## src/rtl/noc_arb_pkg.sv

```systemverilog
// noc_arb_pkg: shared state type and one-hot decode for the output arbiter.
//    arb_state_t   - IDLE (arbitrating) / LOCKED (wormhole owner holds the output)
//    onehot_to_idx - index of the set bit of a one-hot (or zero) vector of up to 8 bits
package noc_arb_pkg;

   typedef enum logic {IDLE, LOCKED} arb_state_t;

   localparam int MAX_INPUTS = 8;

   // OR of bit indices: exact for one-hot, 0 for an all-zero vector.
   function automatic logic [2:0] onehot_to_idx(input logic [MAX_INPUTS-1:0] oh);
      logic [2:0] idx;
      idx = '0;
      for (int i = 0; i < MAX_INPUTS; i++)
         if (oh[i]) idx = idx | 3'(i);
      return idx;
   endfunction

endpackage

```

## src/rtl/noc_rr_select.sv

```systemverilog
// noc_rr_select: combinational round-robin pick, searching upward from ptr+1 with wrap.
//    req    - request vector
//    ptr    - last served index (lowest priority this round)
//    winner - one-hot selected request, zero when none
//    any    - at least one request present
module noc_rr_select #(
   parameter int N  = 4,
   parameter int PW = $clog2(N)
) (
   input  logic [N-1:0]  req,
   input  logic [PW-1:0] ptr,
   output logic [N-1:0]  winner,
   output logic          any
);

   always_comb begin
      logic          found;
      logic [PW-1:0] idx;
      winner = '0;
      found  = 1'b0;
      for (int k = 1; k <= N; k++) begin
         idx = PW'((int'(ptr) + k) % N);
         if (!found && req[idx]) begin
            winner[idx] = 1'b1;
            found       = 1'b1;
         end
      end
   end

   assign any = |req;

endmodule

```

## src/rtl/noc_output_arbiter.sv

```systemverilog
// noc_output_arbiter: round-robin, packet-locked (wormhole) arbiter feeding a one-entry output register.
//    clk, rst                    - rising-edge clock, asynchronous active-high reset
//    in_flit/in_last/in_valid    - per-port request flits, last markers and valids
//    in_ready                    - per-port acceptance, combinational
//    out_flit/out_last/out_valid - registered output stage, out_ready from downstream
//    grant                       - one-hot owner while a packet holds the lock
//    busy                        - locked or output register occupied
//    pkt_count                   - completed packets, wrapping
module noc_output_arbiter
   import noc_arb_pkg::*;
#(
   parameter int INPUTS     = 4,
   parameter int FLIT_WIDTH = 32,
   parameter int CNT_WIDTH  = 16
) (
   input  logic                         clk,
   input  logic                         rst,
   input  logic [INPUTS*FLIT_WIDTH-1:0] in_flit,
   input  logic [INPUTS-1:0]            in_last,
   input  logic [INPUTS-1:0]            in_valid,
   output logic [INPUTS-1:0]            in_ready,
   output logic [FLIT_WIDTH-1:0]        out_flit,
   output logic                         out_last,
   output logic                         out_valid,
   input  logic                         out_ready,
   output logic [INPUTS-1:0]            grant,
   output logic                         busy,
   output logic [CNT_WIDTH-1:0]         pkt_count
);

   localparam int PW = $clog2(INPUTS);

   arb_state_t state, state_next;
   logic [PW-1:0] ptr, owner, sel_idx;
   logic [INPUTS-1:0] winner, owner_oh, xfer_oh;
   logic accept, any, xfer, sel_last;
   logic [FLIT_WIDTH-1:0] sel_flit;

   noc_rr_select #(.N(INPUTS), .PW(PW)) u_sel (
      .req    (in_valid),
      .ptr    (ptr),
      .winner (winner),
      .any    (any)
   );

   assign accept   = !out_valid || out_ready;
   assign owner_oh = INPUTS'(1) << owner;

   // rst gates in_ready so nothing is taken while the block is held in reset.
   assign in_ready = rst ? '0 : !accept ? '0 : (state == LOCKED) ? owner_oh : (any ? winner : '0);

   assign xfer_oh  = in_ready & in_valid;
   assign xfer     = |xfer_oh;
   assign sel_idx  = PW'(onehot_to_idx(8'(xfer_oh)));
   assign sel_flit = in_flit[sel_idx*FLIT_WIDTH +: FLIT_WIDTH];
   assign sel_last = in_last[sel_idx];

   assign grant = (state == LOCKED) ? owner_oh : '0;
   assign busy  = (state == LOCKED) || out_valid;

   always_comb begin
      state_next = state;
      if (xfer) state_next = sel_last ? IDLE : LOCKED;
   end

   always_ff @(posedge clk or posedge rst) begin
      if (rst) state <= IDLE;
      else     state <= state_next;
   end

   always_ff @(posedge clk or posedge rst) begin
      if (rst) begin
         ptr       <= PW'(INPUTS - 1);
         owner     <= '0;
         out_flit  <= '0;
         out_last  <= 1'b0;
         out_valid <= 1'b0;
         pkt_count <= '0;
      end else begin
         if (xfer) begin
            out_flit  <= sel_flit;
            out_last  <= sel_last;
            out_valid <= 1'b1;
         end else if (out_ready) begin
            out_valid <= 1'b0;
         end
         if (xfer && state == IDLE) owner <= sel_idx;
         if (xfer && sel_last) begin
            ptr       <= sel_idx;
            pkt_count <= pkt_count + 1'b1;
         end
      end
   end

endmodule

```

## config.mk

```make
export PLATFORM = sky130hd
export DESIGN_NAME = noc_output_arbiter
export DESIGN_NICKNAME = d
export VERILOG_FILES = /design/src/rtl/noc_arb_pkg.sv /design/src/rtl/noc_rr_select.sv /design/src/rtl/noc_output_arbiter.sv
export SDC_FILE = /design/constraint.sdc
export NUM_CORES = 1
export LEC_CHECK = 0
export CAP_MARGIN = 25
export CORE_ASPECT_RATIO = 2
export CORE_UTILIZATION = 36
export CTS_BUF_LIST = sky130_fd_sc_hd__clkbuf_16
export DETAILED_ROUTE_END_ITERATION = 16
export PLACE_DENSITY_LB_ADDON = 0.25
export SYNTH_ARGS = -nofsm -noshare
export SYNTH_HDL_FRONTEND = slang
export SYNTH_HIERARCHICAL = 1
export SYNTH_SLANG_ARGS = --single-unit
```

## constraint.sdc

```tcl
create_clock -name clk -period 3.65 [get_ports clk]
set_clock_uncertainty 0.15 [all_clocks]
set_input_delay 0.73 -clock clk [delete_from_list [all_inputs] [get_ports clk]]
set_output_delay 0.73 -clock clk [all_outputs]
set_load 0.01 [all_outputs]
```

==> results of run 1 <==
registers in the layout, indices dropped and copies added (netlist names):
name,flops
pkt_count,16
out_last,1
ptr,2
out_valid,1
owner,2
out_flit,32
state,1
Yosys cell counts, types with 2 or more instances:
| cell | instances |
|---|---|
| sky130_fd_sc_hd__and3_1 | 7 |
| sky130_fd_sc_hd__dfstp_2 | 2 |
| sky130_fd_sc_hd__nor3b_1 | 4 |
| sky130_fd_sc_hd__mux4_2 | 2 |
| sky130_fd_sc_hd__xnor2_1 | 15 |
| sky130_fd_sc_hd__inv_1 | 10 |
| sky130_fd_sc_hd__nand2_1 | 13 |
| sky130_fd_sc_hd__and4_1 | 5 |
| sky130_fd_sc_hd__or2_2 | 4 |
| sky130_fd_sc_hd__nand3_1 | 6 |
| sky130_fd_sc_hd__buf_2 | 17 |
| sky130_fd_sc_hd__buf_4 | 4 |
| sky130_fd_sc_hd__clkbuf_1 | 6 |
| sky130_fd_sc_hd__a21oi_1 | 7 |
| sky130_fd_sc_hd__ha_1 | 9 |
| sky130_fd_sc_hd__o21a_1 | 34 |
| sky130_fd_sc_hd__dfrtp_1 | 53 |
| sky130_fd_sc_hd__o221ai_1 | 32 |
| sky130_fd_sc_hd__mux2i_1 | 33 |
| sky130_fd_sc_hd__o21ai_1 | 5 |
| sky130_fd_sc_hd__mux4_1 | 2 |
| sky130_fd_sc_hd__and3b_1 | 4 |
| sky130_fd_sc_hd__nand4_1 | 11 |
| sky130_fd_sc_hd__o2bb2ai_1 | 2 |
| sky130_fd_sc_hd__o211ai_1 | 35 |
| sky130_fd_sc_hd__buf_6 | 2 |
| sky130_fd_sc_hd__o21ai_0 | 4 |
| sky130_fd_sc_hd__and2_1 | 2 |
| sky130_fd_sc_hd__nor2_1 | 12 |
area by class of cell:
class,count,area (um2)
sequential,55,1379
timing repair buffer,263,2923
inverter,10,37.54
clock buffer,5,125.1
clock inverter,3,11.26
fill,762,3064
multi-input combinational,265,2376
tap,135,168.9
per-layer routing:
layer / vias to the layer above / global-route usage, % / routed length [um]
li1: 1884 / - / -
met1: 2041 / 26.66 / 4961
met3: 50 / 6.763 / 942
met4: 0 / 14.62 / 757
met5: - / 0 / 0
met2: 207 / 51.68 / 8547
final timing paths:
kind,depth (start not counted),end
hold / removal,1,pkt_count[15]
max in group asynchronous,3,out_flit[0]
min in group asynchronous,2,owner[1]
hold reg to reg,1,pkt_count[15]
setup / recovery,18,out_flit[20]
setup reg to reg,18,out_flit[20]
power breakdown:
group	internal (mW)	switching (mW)
Clock	0.248	0.213
Sequential	0.853	0.188
Combinational	2.02	1.50
Total	3.12	1.90
critical path: cells and delay by family, from the launching register on:
kind,cells,cell delay (ps)
flip-flops,1,550
buffers and inverters,7,870
AND/OR/NAND/NOR,4,550
AO/OA/AOI/OAI,4,550
adder cells (fa/ha/maj),1,280
multiplexers,2,770
metrics by stage:
step	setup TNS [ps]	power, mW	hold slack, ps	setup slack [ps]	instance area [um2]
6_report	-6908	5.023	322.2	-177.5	7020
5_1_grt	-14240	5.273	342.2	-305.7	7020
4_1_cts	-2975	4.991	331.1	-124.2	6954
3_5_place_dp	-25520	3.677	317.6	-573.1	6130
3_3_place_gp	-23190	3.629	321.6	-487.4	6130
2_1_floorplan	-51.63	2.445	357.4	-51.63	3749
kinds of logic after synthesis:
logic type,after synthesis,share of synthesized area (%)
multiplexers,39,12.14
buffers and inverters,39,5.286
AND/OR/NAND/NOR,78,13.42
AO/OA/AOI/OAI,124,25.76
adder cells (fa/ha/maj),9,3.011
flip-flops,55,36.87
XOR/XNOR,15,3.513
what timing repair did:
item / in CTS / in global routing
cloned: 12 / 3
setup endpoints to repair: 58 / 59
gates resized for setup: 68 / 26
buffers inserted: 18 / 5
pin swaps: 41 / 16
==> run summary, run 1 <==
Core area: 0.01008 mm2. The tools report the origin of the worst setup path as ptr[0]. The logs give 36.87% for the sequential area share after synthesis and 4,182 for the number of vias after detailed routing. The signal on the critical path passes through inv_2 > ha_4 > mux4_2 > nor4b_4 > buf_4 > nand2_2 > o211ai_1 > nand3b_1 > buf_6 > buf_6 > a21o_1 > buf_6 > nand2_8 > buf_12 > buf_12 > mux2i_1 > o211ai_1 > o21a_1.

Hold buffer count at CTS: 0. The die covers 0.01082 mm2. The later pin in the worst-skew pair is clocked with a latency of 290 ps. For the iteration-0 DRC count of the detailed router, the log shows 227. For this design, the slowest cell found on the critical path is sky130_fd_sc_hd__dfstp_2. The tools report the net count of the mapped netlist as 507. The clock input transition at the sequential cells of the worst setup and hold paths came out at 70 ps. The run gives 0 as the DRC violation count after routing.

The setup violation total in the final timing report is 57. In the synthesized netlist the dominant register cell turns out to be sky130_fd_sc_hd__dfrtp_1. Input and output buffers added on the ports amount to 197. After floorplanning, the core was divided into 52 placement rows. In this run the count of I/O pins placed on the die edge is 198.

For the post-route non-filler standard cell count, the log shows 736. Element type at the critical path start: a register. The most frequent cell on the critical path is sky130_fd_sc_hd__buf_6. The worst min-delay path startpoint is pkt_count[15]. In this run the power density over the cells is 715.5 mW/mm2. Data on the critical path arrives at its endpoint at 3860 ps.

Setup repair after global routing could not meet its margin everywhere. The ratio of cells with drive above 1 in the final layout is 20.47%, and the reg2reg setup slack is -180 ps. The tools report the cell count after synthesis as 359. The final reports fail on negative setup slack. Headroom to the max-slew limit came out at 55.11%.

Leaving out fill and tap cells, the most frequent cells in the layout are sky130_fd_sc_hd__clkdlybuf4s50_1 (189), sky130_fd_sc_hd__dfrtp_1 (53), sky130_fd_sc_hd__o211ai_1 (35). The number of vias per cell after detailed routing was 5.682; the top achievable clock speed was 0.2613 GHz. The count of state elements after synthesis is 55.

The clock passes through at most 2 buffers. The transition time at the pin with the least slew margin was 672.4 ps. The number of H-tree levels came out at 2.

The run gives 3680 ps as the required time of the critical path. The category of the most critical setup path was register to register. Worst hold path class: register to register. The distinct cell type count of the synthesized netlist was 46.

Sorting the synthesized cells by area gives the leading types as sky130_fd_sc_hd__dfrtp_1 (35%), sky130_fd_sc_hd__mux2i_1 (8.8%), sky130_fd_sc_hd__o221ai_1 (7.5%). The first global-routing pass estimated 22,480 um of wire. After the last flow step, the layout net total stands at 748. Clock tree synthesis inserted a total of 5 buffers. Summed over its instances, the top area cell type makes up 35.46% of the synthesized netlist area. In this run the critical register-to-register path is launched from ptr[0]. Measured along the y axis, the die boundary spans 146.1 um.

The top fanout value on the critical path was 5. Yosys printed 6 warnings. The post-synthesis average cell area was 10.42 um2. Summing every instance area after synthesis gives 0.003740 mm2. For this run, the total global-route usage over all layers was measured as 27.84%. The final count of pins violating max slew came out at 0.

The tools report the initial antenna violation count as 0. The hold violation count in the final report was 0. The worst path in the final design needs a cycle of 3827 ps, including I/O delays and setup. For this run, the slowest stage of the critical path takes 550 ps. The tools report the maximum VDD drop as 0.4411 mV.

The run finished, with violations left. The number of global-route vias before repair is 4,389. The area growth from synthesis to layout works out to 87.72%.

The final standard cell utilization of the core came out at 69.62%. For the routed wire length, the log shows 15,210 um. The run gives 5 as the detailed-routing iteration count for the pre-antenna-repair pass. The clock tree root driver cell is sky130_fd_sc_hd__clkbuf_16. Counting every sink on the clock net gives 55.

In this run the static leakage power is 2.734 nW. The most area-hungry cell type in the Yosys netlist was sky130_fd_sc_hd__dfrtp_1. The share of the clock period used by the worst path came out at 104.9%.

Most common cell after layout, fill and taps aside: sky130_fd_sc_hd__clkdlybuf4s50_1. The wire length per cell after detailed routing was 20.66 um; the width of the die was 74.07 um. Counting tap cells, the placed design contains a total of 697 instances.

The run gives 0 as the count of nets left with antenna violations after detail routing. The max-capacitance violation count came out at 0. STA classifies the critical path endpoint as a register. The fraction of registers with async set/reset was 100.0%.

The initial standard-cell utilization of the core was 37.08%; the final worst slack was -177.5 ps. TritonCTS built the clock tree. Entering global routing, the biggest net connects 33 pins. The synthesized design contains 0 enable-type register cells. The antenna diode count is 0, and the placer congestion estimate is 0.8867.

For this run the aggregate overflow at the end of global routing stands at 0. Summed over all nets, the half-perimeter wirelength after detailed placement is 9830 um.
(Power assumes the default switching activity.)
==> inputs of run 2 (changes only) <==
--- a/config.mk
+++ b/config.mk
@@ -10,8 +10,10 @@
 export CORE_UTILIZATION = 36
 export CTS_BUF_LIST = sky130_fd_sc_hd__clkbuf_16
 export DETAILED_ROUTE_END_ITERATION = 16
+export GPL_ROUTABILITY_DRIVEN = 0
 export PLACE_DENSITY_LB_ADDON = 0.25
 export SYNTH_ARGS = -nofsm -noshare
 export SYNTH_HDL_FRONTEND = slang
 export SYNTH_HIERARCHICAL = 1
 export SYNTH_SLANG_ARGS = --single-unit
+export TNS_END_PERCENT = 100
==> results of run 2 <==
Same layout as run 1: the final DEF is identical, and so are final timing and power.
